==> src/rtl/sin_pix_pipe.sv <==
// Pipelined y = sin(pi*x) evaluator for unsigned fractional x in [0,1):
// quarter-wave fold, sample table, optional linear interpolation, valid/ready on both sides.
module sin_pix_pipe #(
    parameter int IN_W   = 8,
    parameter int OUT_W  = 8,
    parameter int FRAC_W = 2,
    parameter int TAG_W  = 4
) (
    input  logic             clk,
    input  logic             rst,
    input  logic             in_valid,
    output logic             in_ready,
    input  logic [IN_W-1:0]  in_x,
    input  logic [TAG_W-1:0] in_tag,
    output logic             out_valid,
    input  logic             out_ready,
    output logic [OUT_W-1:0] out_y,
    output logic [TAG_W-1:0] out_tag
);

    localparam int AW = IN_W - FRAC_W;
    localparam int N  = 1 << (IN_W - 1 - FRAC_W);
    localparam int FW = (FRAC_W > 0) ? FRAC_W : 1;
    localparam int PW = OUT_W + FW;
    localparam logic [IN_W-1:0] HALF  = {1'b1, {(IN_W-1){1'b0}}};
    localparam logic [AW-1:0]   N_IDX = AW'(N);
    localparam logic [PW-1:0]   RND   = PW'((1 << FRAC_W) >> 1);

    // Elaboration-time sine: Taylor series on [0, pi/2], rounded half-up.
    function automatic int sin_entry(input int k);
        real a, term, sum;
        a    = 3.14159265358979323846 * real'(k) / real'(2 * N);
        term = a;
        sum  = a;
        for (int n = 1; n < 12; n++) begin
            term = -term * a * a / real'((2 * n) * (2 * n + 1));
            sum  = sum + term;
        end
        return $rtoi(sum * real'((1 << OUT_W) - 1) + 0.5);
    endfunction

    logic [OUT_W-1:0] tbl [0:N];
    for (genvar k = 0; k <= N; k++) begin : g_tbl
        localparam logic [OUT_W-1:0] TV = OUT_W'(sin_entry(k));
        assign tbl[k] = TV;
    end

    logic adv;
    assign adv      = !out_valid || out_ready;
    assign in_ready = adv;

    logic [IN_W-1:0] xf;
    logic [AW-1:0]   i_s;
    logic [FW-1:0]   f_s;
    assign xf  = (in_x > HALF) ? -in_x : in_x;
    assign i_s = AW'(xf >> FRAC_W);
    if (FRAC_W > 0) begin : g_frac
        assign f_s = xf[FW-1:0];
    end else begin : g_nofrac
        assign f_s = '0;
    end

    logic             v1, v2;
    logic [AW-1:0]    i1;
    logic [FW-1:0]    f1, f2;
    logic [TAG_W-1:0] tag1, tag2;
    logic [OUT_W-1:0] t0_q, t1_q;
    logic [AW-1:0]    i1_nx;
    assign i1_nx = (i1 == N_IDX) ? i1 : i1 + AW'(1);

    logic [PW-1:0]    prod;
    logic [OUT_W-1:0] y_c;
    assign prod = PW'(t1_q - t0_q) * PW'(f2) + RND;
    assign y_c  = t0_q + OUT_W'(prod >> FRAC_W);

    // NOTE: state uses non-blocking assignments so every stage samples pre-edge values.
    always_ff @(posedge clk) begin
        if (rst) begin
            v1        <= 1'b0;
            v2        <= 1'b0;
            out_valid <= 1'b0;
            out_y     <= '0;
            out_tag   <= '0;
        end else if (adv) begin
            v1        <= in_valid;
            v2        <= v1;
            out_valid <= v2;
            if (v2) begin
                out_y   <= y_c;
                out_tag <= tag2;
            end
        end
    end

    // NOTE: inner data registers are not reset; their valids gate them, and loading only
    // on a valid keeps undefined idle inputs from ever reaching the table index.
    always_ff @(posedge clk) begin
        if (adv && in_valid) begin
            i1   <= i_s;
            f1   <= f_s;
            tag1 <= in_tag;
        end
        if (adv && v1) begin
            t0_q <= tbl[i1];
            t1_q <= tbl[i1_nx];
            f2   <= f1;
            tag2 <= tag1;
        end
    end

endmodule
==> config.mk <==
export PLATFORM = sky130hd
export DESIGN_NAME = sin_pix_pipe
export DESIGN_NICKNAME = d
export VERILOG_FILES = /design/src/rtl/sin_pix_pipe.sv
export SDC_FILE = /design/constraint.sdc
export NUM_CORES = 1
export LEC_CHECK = 0
export BUFFER_PORTS_ARGS = -buffer_cell sky130_fd_sc_hd__buf_2
export CORE_UTILIZATION = 35
export CTS_BUF_LIST = sky130_fd_sc_hd__clkbuf_8
export CTS_CLUSTER_DIAMETER = 100
export DETAILED_ROUTE_END_ITERATION = 8
export SLEW_MARGIN = 20
export SYNTH_ARGS = -nofsm -noshare
export SYNTH_HDL_FRONTEND = slang
export SYNTH_SLANG_ARGS = --single-unit
==> constraint.sdc <==
create_clock -name clk -period 5.2 [get_ports clk]
set_input_delay 0.78 -clock clk [delete_from_list [all_inputs] [get_ports clk]]
set_output_delay 0.78 -clock clk [all_outputs]
set_load 0.02 [all_outputs]
## Word-level counts from Yosys, hierarchy flattened

Memories as Yosys holds them, arrays and structs flattened. A register that Yosys moved wholly into a read port is not among the register bits.
Index checks and enable logic that the tools add are counted.

- Memory bits (read-only): 1024
- Output and inout port bits: 14
- Input bits: 16
- Memories kept: 2
- Register bits: 33

Memory list:

| name | words | width | rd ports | clocked after Yosys merged registers in | write ports | RTL line | source |
|---|---|---|---|---|---|---|---|
| (name not given) | 64 | 8 | 1 | 1 | 0 | 105 | `t1_q <= tbl[i1_nx];` |
| (name not given) | 64 | 8 | 1 | 1 | 0 | 104 | `t0_q <= tbl[i1];` |

- Reductions and logical operators: 5
- $lt $le $gt $ge: 1
- Multipliers: 1
- Bitwise logic cells: 2
- $add $sub $neg: 5
- Equal/unequal tests: 1
- Multiplexer cells: 2

Operators with widths:

| cell | count |
|---|---|
| $not 6->7 | 2 |
| $add 10x2->10 const B | 1 |
| $mul 10x2->10 | 1 |
| $sub 8x8->9 | 1 |
| $add 8x8->8 | 1 |
| $gt 8x8->1 const B | 1 |
| $mux 8 | 1 |
| $neg 8->8 | 1 |
| $add 6x1->6 const B | 1 |
| $eq 6x6->1 const B | 1 |
| $mux 6 | 1 |
| $logic_and 1x1->1 | 2 |
| $reduce_and 2->1 | 1 |
| $logic_not 1->1 | 1 |
| $logic_or 1x1->1 | 1 |

## Logic depth before layout (Yosys ltp)

- Depth in word-level cells: 4
- Gate-level depth with buffers: 23

## Worst setup path before layout

No wires, ideal clock.

- Path type: reg2reg
- From: register t0_q[0]
- To: register out_y[7]
- Library setup time: 0.062 ns
- Buffers on the path: 0
- Path slack: 0.866 ns
- Clock period less this slack: 4.334 ns
- Stages on the path, launching flop included: 22
- Required time: 5.138 ns
- Arrival time: 4.272 ns
- Path through: edfxtp_1 > ha_1 > fa_1 > nand2b_1 > nand2b_1 > a21oi_1 > xnor2_1 > and2_1 > ha_1 > ha_1 > nor2b_1 > o21ai_0 > a21boi_1 > o21a_1 > nor2_1 > xnor2_1 > ha_1 > or4_4 > o22ai_4 > nand2_1 > a2111o_1 > nand3_1

- Longest elaborated chain between the ends: 4

RTL lines:

| item | RTL line | source |
|---|---|---|
| start, declared | 67 | `logic [OUT_W-1:0] t0_q, t1_q;` |
| $sub 8x8->9 | 73 | `assign prod = PW'(t1_q - t0_q) * PW'(f2) + RND;` |
| $mul 10x2->10 | 73 |  |
| $add 10x2->10 | 73 |  |
| $add 8x8->8 * | 74 | `assign y_c = t0_q + OUT_W'(prod >> FRAC_W);` |
| end signal, assigned | 89 | `out_y <= y_c;` |
| end, declared | 17 | `output logic [OUT_W-1:0] out_y,` |

Every way passes the cells marked *; elsewhere a longest branch is shown, timed or not.
A chain may end at the register's enable or synchronous reset.

## Worst setup path in the final report

Ends and elaborated chain as after synthesis.

==> results.sh <==
export IMPL_tritoncts="done"
export IMPL_synth_top_family_by_area="compound AO/OA/AOI/OAI gates"
export IMPL_placedCellCount=597
export IMPL_async_reset_ff_frac=0
export IMPL_maxCapViolations=0
export IMPL_htree_num_levels=2
export IMPL_antenna_violating_nets_post_route=0
export IMPL_synth_top_area_frac=0.255
export IMPL_timing_critical_path_required_ns=5.46
export IMPL_synth_nets=513
export IMPL_die_height_um=109
export IMPL_yosysWarnings=0
export IMPL_core_region_area_um2=11000
export IMPL_ratio_of_routed_vias_to_standard_cells=5.28
export IMPL_drt_wirelength_per_cell_um=13.0
export IMPL_run_status="finished clean"
export IMPL_grtUsageTotal=0.139
export IMPL_synth_adder_area_share=0.156
export IMPL_detailedRoute_firstIterationViolations=164
export IMPL_critical_path_arrival_ns=4.87
export IMPL_width_of_the_chip_um=109
export IMPL_die_area_um2=11900
export IMPL_drt_pass1_iter_count=4
export IMPL_clock_tree_buffer_depth=2
export IMPL_detailroute_via_count=3193
export IMPL_max_slew_margin=0.348
export IMPL_mostFrequentLayoutCell="sky130_fd_sc_hd__ha_1"
export IMPL_cts_root_buf="sky130_fd_sc_hd__clkbuf_8"
export IMPL_grt_start_max_net_pins=41
export IMPL_worstHoldPathType="reg -> reg"
export IMPL_mappedNetlistArea_um2=4000
export IMPL_numCtsBuffers=5
export IMPL_portBuffers=29
export IMPL_row_count=38
export IMPL_clock_latency_ns=0.31
export IMPL_yosys_area_share_simple=0.179
export IMPL_synth_enable_flop_cells=34
export IMPL_antenna_violations_before_repair=0
export IMPL_count_of_state_elements_after_synthesis=49
export IMPL_timing_final_crit_share=0.886
export IMPL_insertedDiodeCount=0
export IMPL_final_hold_viol_count=0
export IMPL_synth_compound_area_share=0.207
export IMPL_fillerInstances=1112
export IMPL_ys_seq_area_frac=0.330
export IMPL_yosys_most_used_dff="sky130_fd_sc_hd__edfxtp_1"
export IMPL_final_area_um2=4310
export IMPL_rsz_0062_raised_after_global_routing="no"
export IMPL_post_placement_worst_setup_slack_ns=0.610
export IMPL_tns_ns=0
export IMPL_max_slew_worst_pin_slew_ns=0.978
export IMPL_finalWorstPathRequiredPeriod_ns=4.61
export IMPL_report_power_total_uw=1300
export IMPL_place_congestion=0.829
export IMPL_synth_area_leader_cell="sky130_fd_sc_hd__edfxtp_1"
export IMPL_vdd_ir_drop_max_uv=154
export IMPL_worst_setup_hold_path_clk_slew_ns=0.11
export IMPL_post_synth_inst_count=449
export IMPL_final_setup_skew_ns=0.0126
export IMPL_first_global_vias=2949
export IMPL_grt_pass1_wl_um=13400
export IMPL_gr_total_overflow=0
export IMPL_cts_hold_buf=0
export IMPL_synthXorXnorAreaFrac=0.0457
export IMPL_postCtsResizedCells=0
export IMPL_ioPinCount=30
export IMPL_layout_nets=528
export IMPL_finalWirelength_um=7850
export IMPL_cts_setup_buffers=0
export IMPL_top_layer="met4"
export IMPL_power_per_cell_area_nw_per_um2=301
export IMPL_synth_top_cells_by_area="sky130_fd_sc_hd__edfxtp_1 (26%), sky130_fd_sc_hd__ha_1 (14%), sky130_fd_sc_hd__dfxtp_1 (7.5%)"
export IMPL_syn2layout_area_growth_pct=7.85
export IMPL_floorplan_initialDensity=0.364
export IMPL_drt_met1_wl_um=3840
export IMPL_drc_errors=0
export IMPL_dr_wl_met2_um=3750
export IMPL_drv_slew=0
export IMPL_final_layout_size_suffix_gt1_frac=0.110
export IMPL_post_synth_mux_area_share=0.0253
export IMPL_yosysUniqueCellTypes=61
export IMPL_most_common_layout_cells="sky130_fd_sc_hd__ha_1 (45), sky130_fd_sc_hd__nand2_1 (39), sky130_fd_sc_hd__nor2_1 (35)"
export IMPL_numClockSinks=49
export IMPL_met3WireLength_um=177
export IMPL_final_critical_path_setup_slack_ns=0.593
export IMPL_finalSetupViolations=0
export IMPL_cp_start_kind="flip-flop"
export IMPL_clock_fmax_mhz=217
export IMPL_post_detailed_placement_half_perimeter_wirelength_um=5970
export IMPL_setup_worst_path_end_class="flip-flop"
export IMPL_placedInstanceArea_um2=4220
export IMPL_power_leakage_uw=0.00181
export IMPL_post_route_insts_no_fill=605
export IMPL_postSynthAreaPerCell_um2=8.91
export IMPL_critical_path_max_fanout=4
export IMPL_critPathKind="reg -> reg"
[synth_stat cells (all sizes together), types with 2 or more instances]
master	n
a211o	5
a211oi	7
a21boi	2
a21o	6
a21oi	33
a311oi	2
a31oi	4
and2	13
buf	9
clkbuf	13
dfxtp	15
edfxtp	34
fa	3
ha	45
inv	30
mux2i	9
nand2	39
nand2b	9
nand3	6
nand3b	5
nor2	38
nor2b	5
nor3	13
nor3b	3
nor4	2
o2111ai	3
o211ai	7
o21a	4
o21ai	35
o21bai	2
o22a	2
o22ai	6
or3	3
or4	3
xnor2	16
xor2	4
[worst paths after layout]
kind         cells past startpoint  slack [ns]                    end                   from
max                             21        0.59  out_y[7]$_SDFFE_PP0P_  t0_q[0]$_SDFFCE_PP1P_
min                              0        0.43        f2[0]$_DFFE_PP_        f1[0]$_DFFE_PP_
max reg2reg                     21        0.59  out_y[7]$_SDFFE_PP0P_  t0_q[0]$_SDFFCE_PP1P_
min reg2reg                      0        0.43        f2[0]$_DFFE_PP_        f1[0]$_DFFE_PP_
[where the power goes]
group	total (uW)	switching (uW)	internal, uW
combinational	574	321	253
sequential	479	26.5	452
clock	245	145	101
total	1300	492	806
[cells by family after synthesis]
logic type | Yosys count
simple gates | 143
compound gates | 127
buf+inv | 52
flops | 49
fa+ha+maj | 48
xor+xnor | 20
mux | 10
[critical path, stage by stage (launching register included)]
cell,delay [ns]
sky130_fd_sc_hd__edfxtp_1,0.42
sky130_fd_sc_hd__ha_1,0.24
sky130_fd_sc_hd__fa_1,0.41
sky130_fd_sc_hd__nand2b_1,0.18
sky130_fd_sc_hd__nand2b_1,0.07
sky130_fd_sc_hd__a21oi_1,0.07
sky130_fd_sc_hd__xnor2_1,0.14
sky130_fd_sc_hd__and2_1,0.16
sky130_fd_sc_hd__ha_1,0.27
sky130_fd_sc_hd__ha_1,0.35
sky130_fd_sc_hd__nor2b_1,0.14
sky130_fd_sc_hd__o21ai_0,0.19
sky130_fd_sc_hd__a21boi_1,0.12
sky130_fd_sc_hd__o21a_1,0.17
sky130_fd_sc_hd__nor2_1,0.11
sky130_fd_sc_hd__xnor2_1,0.08
sky130_fd_sc_hd__ha_1,0.24
sky130_fd_sc_hd__or4_4,0.52
sky130_fd_sc_hd__o22ai_4,0.15
sky130_fd_sc_hd__nand2_1,0.07
sky130_fd_sc_hd__a2111o_1,0.40
sky130_fd_sc_hd__nand3_1,0.08
[registers in the layout (all words and copies together) (netlist names)]
name / count
tag1: 4
out_tag: 4
tag2: 4
f1: 2
f2: 2
t1_q: 8
out_y: 8
v1: 1
i1: 6
v2: 1
t0_q: 8
out_valid: 1
[area by class of cell]
class	count	area, um^2	area share
Clock inverter	3	28.8	0.00667
Inverter	30	113	0.0261
Clock buffer	5	68.8	0.0160
Sequential cell	49	1320	0.306
Tap cell	140	175	0.0406
Timing Repair Buffer	30	153	0.0354
Multi-Input combinational cell	348	2450	0.569
[layer usage]
metal	global-route usage	vias up
met5	0	-
met3	0.0185	9
met1	0.186	1489
met2	0.238	47
met4	0.0309	0
li1	-	1648
[stage by stage]
step | utilization | hold slack, ns
after floorplan | - | 0.400
after global placement | 0.384 | 0.404
after global routing | 0.393 | 0.437
final | 0.393 | 0.427
after CTS | 0.393 | 0.429
after detailed placement | 0.384 | 0.405
Power figures use the tool's default switching activity.
